===== src/rtl/fft_r22sdf_pkg.sv =====
// Shared types, constants and elaboration-time helpers
// for the R2^2 SDF twiddle generators.
package fft_r22sdf_pkg;

    localparam int LOG2N_D = 10;
    localparam int LOG2L_D = 4;
    localparam int TW_W_D  = 10;
    localparam int N       = 1 << LOG2N_D;

    localparam logic [1:0] Q0 = 2'd0;
    localparam logic [1:0] Q1 = 2'd1;
    localparam logic [1:0] Q2 = 2'd2;
    localparam logic [1:0] Q3 = 2'd3;

    function automatic logic [1:0] bitrev2(input logic [1:0] a);
        return {a[0], a[1]};
    endfunction

    // cos samples are non-negative, so +0.5 then truncate rounds half away from zero
    function automatic int cos_mag(input int x, input int log2n, input int tw_w);
        real half;
        real v;
        half = real'((1 << log2n) / 2);
        v = real'(1 << (tw_w - 1)) * $cos(3.141592653589793 * real'(x) / half);
        return $rtoi(v + 0.5);
    endfunction

endpackage


===== src/rtl/fft_quarter_cos_rom.sv =====
// Dual-read synchronous quarter-wave cosine magnitude ROM,
// N/4+1 entries, contents computed at elaboration.
module fft_quarter_cos_rom
    import fft_r22sdf_pkg::*;
#(
    parameter int LOG2N = LOG2N_D,
    parameter int TW_W  = TW_W_D
) (
    input  logic             clk,
    input  logic [LOG2N-2:0] addr_a,
    input  logic [LOG2N-2:0] addr_b,
    output logic [TW_W-1:0]  dout_a,
    output logic [TW_W-1:0]  dout_b
);

    localparam int DEPTH = (1 << LOG2N) / 4 + 1;

    function automatic logic [DEPTH*TW_W-1:0] fill();
        logic [DEPTH*TW_W-1:0] t;
        t = '0;
        for (int x = 0; x < DEPTH; x++) begin
            t[x*TW_W +: TW_W] = TW_W'(cos_mag(x, LOG2N, TW_W));
        end
        return t;
    endfunction

    localparam logic [DEPTH*TW_W-1:0] TABLE = fill();

    always_ff @(posedge clk) begin
        dout_a <= TABLE[int'(addr_a)*TW_W +: TW_W];
        dout_b <= TABLE[int'(addr_b)*TW_W +: TW_W];
    end

endmodule


===== src/rtl/fft_r22sdf_twiddle_gen.sv =====
// Twiddle generator for one R2^2 SDF stage: index counter,
// exponent, quarter-wave fold and signed output, 3-cycle pipe.
module fft_r22sdf_twiddle_gen
    import fft_r22sdf_pkg::*;
#(
    parameter int LOG2N = LOG2N_D,
    parameter int LOG2L = LOG2L_D,
    parameter int TW_W  = TW_W_D
) (
    input  logic            clk,
    input  logic            rst_n,
    input  logic            cnt_clr,
    input  logic            in_vld,
    input  logic            inv,
    output logic [TW_W-1:0] tf_re,
    output logic [TW_W-1:0] tf_im,
    output logic            tf_vld,
    output logic            tf_last
);

    localparam int AW = LOG2N - 1;
    localparam int SH = LOG2N - LOG2L;
    localparam logic [AW-1:0] QTR = AW'(1 << (LOG2N - 2));
    localparam logic [TW_W-1:0] MAXP = {1'b0, {(TW_W-1){1'b1}}};

    logic [LOG2L-1:0] c;
    logic [LOG2L-1:0] issued;
    logic [1:0]       a;
    logic [LOG2L-3:0] b;
    logic [LOG2L-1:0] prod;
    logic [LOG2N-1:0] k;

    assign issued = cnt_clr ? '0 : c;
    assign a      = issued[LOG2L-1 -: 2];
    assign b      = issued[LOG2L-3:0];
    assign prod   = LOG2L'(bitrev2(a)) * LOG2L'(b);
    assign k      = LOG2N'(prod) << SH;

    always_ff @(posedge clk or negedge rst_n) begin
        if (!rst_n) begin
            c <= '0;
        end else if (in_vld) begin
            c <= issued + LOG2L'(1);
        end else if (cnt_clr) begin
            c <= '0;
        end
    end

    logic             v1;
    logic [LOG2N-1:0] k1;
    logic             inv1;
    logic             last1;

    always_ff @(posedge clk or negedge rst_n) begin
        if (!rst_n) begin
            v1    <= 1'b0;
            k1    <= '0;
            inv1  <= 1'b0;
            last1 <= 1'b0;
        end else begin
            v1 <= in_vld;
            if (in_vld) begin
                k1    <= k;
                inv1  <= inv;
                last1 <= &issued;
            end
        end
    end

    logic [1:0]      q1;
    logic [AW-1:0]   addr_a;
    logic [AW-1:0]   addr_b;
    logic [TW_W-1:0] mag_c;
    logic [TW_W-1:0] mag_s;
    logic            re_neg;
    logic            im_neg;

    assign q1     = k1[LOG2N-1 -: 2];
    assign addr_a = {1'b0, k1[LOG2N-3:0]};
    assign addr_b = QTR - {1'b0, k1[LOG2N-3:0]};

    fft_quarter_cos_rom #(
        .LOG2N (LOG2N),
        .TW_W  (TW_W)
    ) u_rom (
        .clk    (clk),
        .addr_a (addr_a),
        .addr_b (addr_b),
        .dout_a (mag_c),
        .dout_b (mag_s)
    );

    always_comb begin
        re_neg = 1'b0;
        im_neg = 1'b0;
        unique case (1'b1)
            (q1 == Q0): begin re_neg = 1'b0; im_neg = 1'b1; end
            (q1 == Q1): begin re_neg = 1'b1; im_neg = 1'b1; end
            (q1 == Q2): begin re_neg = 1'b1; im_neg = 1'b0; end
            (q1 == Q3): begin re_neg = 1'b0; im_neg = 1'b0; end
        endcase
    end

    logic       v2;
    logic [1:0] q2;
    logic       re_neg2;
    logic       im_neg2;
    logic       last2;

    always_ff @(posedge clk or negedge rst_n) begin
        if (!rst_n) begin
            v2      <= 1'b0;
            q2      <= '0;
            re_neg2 <= 1'b0;
            im_neg2 <= 1'b0;
            last2   <= 1'b0;
        end else begin
            v2      <= v1;
            q2      <= q1;
            re_neg2 <= re_neg;
            im_neg2 <= im_neg ^ inv1;
            last2   <= last1;
        end
    end

    // only a positive full-scale can overflow; -1.0 is representable
    function automatic logic [TW_W-1:0] sat(input logic neg, input logic [TW_W-1:0] m);
        if (neg) return ~m + TW_W'(1);
        return (m > MAXP) ? MAXP : m;
    endfunction

    logic [TW_W-1:0] mag_re;
    logic [TW_W-1:0] mag_im;

    assign mag_re = q2[0] ? mag_s : mag_c;
    assign mag_im = q2[0] ? mag_c : mag_s;

    always_ff @(posedge clk or negedge rst_n) begin
        if (!rst_n) begin
            tf_re   <= '0;
            tf_im   <= '0;
            tf_vld  <= 1'b0;
            tf_last <= 1'b0;
        end else begin
            tf_vld  <= v2;
            tf_last <= v2 & last2;
            if (v2) begin
                tf_re <= sat(re_neg2, mag_re);
                tf_im <= sat(im_neg2, mag_im);
            end
        end
    end

endmodule


===== config.mk =====
export PLATFORM = sky130hd
export DESIGN_NAME = fft_r22sdf_twiddle_gen
export DESIGN_NICKNAME = d
export VERILOG_FILES = /design/src/rtl/fft_r22sdf_pkg.sv /design/src/rtl/fft_quarter_cos_rom.sv /design/src/rtl/fft_r22sdf_twiddle_gen.sv
export SDC_FILE = /design/constraint.sdc
export NUM_CORES = 1
export LEC_CHECK = 0
export ABC_AREA = 1
export CAP_MARGIN = 20
export CORE_MARGIN = 3
export CORE_UTILIZATION = 60
export DETAILED_ROUTE_END_ITERATION = 10
export GPL_TIMING_DRIVEN = 0
export PLACE_DENSITY = 0.84
export REMOVE_ABC_BUFFERS = 1
export SKIP_LAST_GASP = 1
export SLEW_MARGIN = 20
export SYNTH_ARGS = -nofsm -noshare
export SYNTH_HDL_FRONTEND = slang
export SYNTH_SLANG_ARGS = --single-unit

===== constraint.sdc =====
create_clock -name clk -period 4.22 [get_ports clk]
set_input_delay 0.844 -clock clk [delete_from_list [all_inputs] [get_ports clk]]
set_output_delay 0.844 -clock clk [all_outputs]
set_load 0.005 [all_outputs]

## Word level (Yosys, flattened, before mapping)

Index checks and enable logic that the tools add are counted.

- Bits in registers: 58
- Input bits: 5
- Word-level logic and storage cells: 56

- Add/sub/neg operators: 4
- Multiply operators: 3
- Order comparisons: 2
- Equal/unequal tests: 3
- Shifts and indexed selects: 2
- Multiplexer cells: 16
- Bitwise gates (word level): 4
- Reduce and logical (&&, ||, !) cells: 6

Operators by type and width:

| kind | number |
|---|---|
| variable part select 2570 x 32 -> 10 bit (first input constant) | 2 |
| 2-to-1 mux 10 bit | 8 |
| adder 10 x 1 -> 10 bit (second input constant) | 2 |
| greater-than comparator 10 x 9 -> 1 bit (second input constant) | 2 |
| NOT 10 bit | 2 |
| multiplier 9 x 3 -> 12 bit (second input constant) | 1 |
| subtractor 9 x 8 -> 9 bit (first input constant) | 1 |
| 2-to-1 mux 4 bit | 2 |
| OR reduction 2 bit | 4 |
| multiplier 2 x 3 -> 5 bit (second input constant) | 1 |
| adder 4 x 1 -> 4 bit (second input constant) | 1 |
| equality test 2 bit (second input constant) | 2 |
| multiplier 2 x 2 -> 4 bit | 1 |
| 2-to-1 mux 1 bit | 4 |
| one-hot mux 1 bit (2 select lines) | 2 |
| AND reduction 4 bit | 1 |
| equality test 2 x 1 -> 1 bit (second input constant) | 1 |
| logical NOT 2 bit | 1 |
| AND 1 bit | 1 |
| XOR 1 bit | 1 |

## Depth between registers and ports, before layout

- Word-level depth: 5
- Gate-level depth with buffers: 12

## Cells and area by module

A second synthesis with hierarchy kept.

- Cells, all modules: 1252
- Area total of the unflattened synthesis: 6927.9 um2

By module, submodules not included:

| module | instances | cells each | area an instance (um2) |
|---|---|---|---|
| fft_quarter_cos_rom | 1 | 929 | 4549.4 |
| fft_r22sdf_twiddle_gen | 1 | 323 | 2378.5 |

## Least setup slack after synthesis

Ideal clock, no wire load.

- Kind: input-to-reg
- From: input port cnt_clr
- To: register k1[8]
- Library setup time: 0.137 ns
- Arrival: 1.565 ns
- Data required time: 4.083 ns
- Path slack: 2.518 ns
- Stages on the path: 7
- Buffers on the path: 0
- Cells stage by stage: inv_1 nand2_1 nor2_1 ha_1 ha_1 nand2_1 o21ai_0

- Cells in the longest elaborated chain, start to end: 2

RTL lines:

| what | RTL line | text |
|---|---|---|
| start: declaration | fft_r22sdf_twiddle_gen.sv:12 | `input logic cnt_clr,` |
| 2-to-1 mux 4 bit | -- |  |
| multiplier 2 x 2 -> 4 bit | fft_r22sdf_twiddle_gen.sv:36 | `assign prod = LOG2L'(bitrev2(a)) * LOG2L'(b);` |
| named net prod[2] | fft_r22sdf_twiddle_gen.sv:30 | `logic [LOG2L-1:0] prod;` |
| end signal: assignment | fft_r22sdf_twiddle_gen.sv:63 | `k1 <= k;` |
| end: declaration | fft_r22sdf_twiddle_gen.sv:50 | `logic [LOG2N-1:0] k1;` |

The timed path passes the listed nets, and every way through them passes these cells.
A chain may end at the register's enable or synchronous reset.

## Worst setup path after layout

Same ends and word-level chain as after synthesis.

==> results.yml <==
logic_synthesis:
  synthCells: 292
  synth_cell_type_count: 33
  synth_async_sr_flop_share_pct: 79.2
  ys_warn_count: 0
  synth_area_leader_cell: "dfrtp_1"
  synthTopCellsByArea: "dfrtp_1, nand2_1, dfxtp_1, ha_1, inv_1"
  netlist_area_sq_um: 2450
  yosysSeqAreaShare_pct: 47.0
  synth_area_per_cell_sq_um: 8.39
  synth-seq-cells: 48
  synth_top_area_share_pct: 38.8
  synth-edff-count: 0
  ys.flop_type: "dfrtp_1"
timing:
  max_freq_mhz: 481
  finalHoldViolCount: 0
  drv_slew: 0
  layout_setup_ws_ps: 2140
  min_period_ps: 2080
  setup_viol: 0
  fin_skew_ps: 5.50
  grt_setup_unrepaired: "no"
  setup_tns_ps: 0
  slew_headroom_pct: 40.6
  fin_hold_ws_ps: 366
  worst_slew_pin_slew_ps: 891
  period_share_pct: 49.3
critical_path:
  worstSetupPathType: "in -> reg"
  required_ps: 4400
  path_max_fanout: 4
  worst_setup_path_start_kind: "primary input"
  endpoint_kind: "register"
  arrival_ps: 2260
cts:
  cts.path.max_buffers: 2
  post_cts_resized: 0
  cts_tree: "built"
  cts.sink_count: 48
  path_clk_slew_ps: 80
  cts_root_buffer: "clkbuf_8"
  numCtsBuffers: 5
  postCtsHoldBufs: 0
  cts_htree_levels: 2
  insertion_delay_ps: 300
  cts_setup_buffers: 0
die:
  start_util_pct: 64.5
  dieArea_sq_um: 4890
  ios: 27
  die_h_um: 69.9
  die-width_um: 69.9
  core-area_sq_um: 3800
  num_rows: 22
flow_run:
  drv_cap: 0
global_route:
  grt_pass1_wl_mm: 7.65
  grt_usage_pct: 19.4
  grt_antenna_before_repair: 0
  grt_start_max_net_pins: 31
  grt_pass1_vias: 1716
  gr-total-overflow: 0
placement:
  port_buffers: 26
  pre_cts_slack_ps: 1830
  gp_congestion: 0.884
  place_inst: 360
  dp_hpwl_mm: 3.27
layout:
  area_growth_syn_to_layout_pct: 17.4
  fin_nets: 338
  stdcell_count: 368
  drive_gt1_share_pct: 12.2
  n_fill_cell: 297
  n_antenna_cell: 0
power_and_ir_drop:
  p_seq_share_pct: 53.3
  peakVddDrop_v: 0.000262
  p_per_area_nw_per_um2: 323
  power.total_uw: 931
  clockPowerShare_pct: 36.7
  p_leak_nw: 1.47
  power.switching_uw: 210
  power_frac_comb_pct: 10.1
  p_int_uw: 720
  p_sw_share_pct: 22.6
min_path:
  holdCritPathClass: "reg -> reg"
routing:
  dr.pass1.iters: 4
  antenna_left: 0
  drt_wl_total_mm: 4.34
  vias: 1896
  vias_per_cell: 5.15
  dr.first_iter.drc_count: 107
  wire_per_inst_um: 11.8
  drc: 0
run_status:
  status: "complete, no violations"
==> critical path, cell delays in order <==
cell,delay (ps)
clkdlybuf4s50_1,530
inv_1,60
nand2_1,130
nor2_1,70
ha_1,180
ha_1,280
nand2_1,70
o21ai_0,80
==> path summary, 6_finish.rpt <==
check                      startpoint        to  slack, ps  cells past startpoint
min                                v1        v2        370                      0
min in group asynchronous       rst_n     k1[8]        450                      1
max reg2reg                     q2[0]  tf_im[7]       2190                     11
max in group asynchronous       rst_n  tf_re[3]       3330                      2
min reg2reg                        v1        v2        370                      0
max                           cnt_clr     k1[8]       2140                      8
==> cell usage in the layout (no fill, tap or decap), drive strengths merged <==
cell,instances
nand2,85
dfrtp,38
nor2,38
inv,35
clkdlybuf4s50,25
nand3,23
ha,14
o21ai,13
dfxtp,10
a21oi,9
clkbuf,6
xor2,4
xnor2,3
a31oi,3
nand3b,3
o22ai,2
clkinv,2
buf,2
or2,1
o31ai,1
nand4,1
bufinv,1
conb,1
==> synthesized netlist by cell type (2+ instances only) <==
| master | n |
|---|---|
| o21ai_0 | 8 |
| xnor2_1 | 3 |
| buf_2 | 3 |
| nand3_1 | 18 |
| a31oi_1 | 3 |
| o21ai_2 | 3 |
| nand3_2 | 4 |
| o21ai_1 | 2 |
| dfrtp_1 | 38 |
| ha_1 | 14 |
| a21oi_1 | 8 |
| dfxtp_1 | 10 |
| xor2_1 | 4 |
| nand2_4 | 5 |
| inv_1 | 32 |
| nor2_1 | 32 |
| nand3b_1 | 3 |
| clkbuf_1 | 3 |
| nor2_4 | 2 |
| nand2_1 | 75 |
| o22ai_1 | 2 |
| nor2_2 | 4 |
| nand2_2 | 5 |
| inv_2 | 2 |
==> registers in the layout, summed over array words and instances, names as in the netlist <==
register,flops
c,4
inv1,1
v1,1
re_neg2,1
last1,1
q2,1
u_rom.dout_b,7
im_neg2,1
tf_last,1
last2,1
tf_im,10
u_rom.dout_a,3
v2,1
tf_vld,1
k1,4
tf_re,10
==> per-layer routing <==
metal	share of wire, %	GRT usage, %	vias to the layer above
met5	0	0	-
met4	1.9	7.45	0
li1	-	-	970
met1	43	24.4	862
met2	49	31.9	52
met3	5.8	5.32	12
==> metrics by stage <==
step                cell area, sq um  util (%)
global placement                2730      71.9
detailed placement              2760      72.5
CTS                             2880      75.7
floorplan                       2410         -
finish                          2880      75.7
global route                    2880      75.7
==> logic make-up after synthesis <==
family          Yosys count  share of synthesized area, %
compound gates           28                          6.69
xor+xnor                  7                          2.50
fa+ha+maj                14                          7.15
buf+inv                  43                          7.15
flops                    48                          47.0
other cells               1                         0.153
simple gates            151                          29.4
==> area by class of cell <==
cell class,instances,area [sq um],area share (%)
well taps,48,60.1,2.09
clock buffers,6,82.6,2.87
flip-flops and latches,48,1150,40.0
inverters,36,138,4.78
multi-input cells,201,1120,39.1
repair buffers,27,283,9.83
clock inverters,2,38.8,1.35
==> power by group through the flow <==
stage | Combinational [mW] | Sequential (mW) | Clock, mW
2_1_floorplan | 0.0408 | 0.504 | 0
3_3_place_gp | 0.0899 | 0.505 | 0
3_5_place_dp | 0.0948 | 0.505 | 0
4_1_cts | 0.0955 | 0.495 | 0.349
5_1_grt | 0.107 | 0.499 | 0.365
6_report | 0.0937 | 0.496 | 0.341
(Power assumes the default switching activity.)
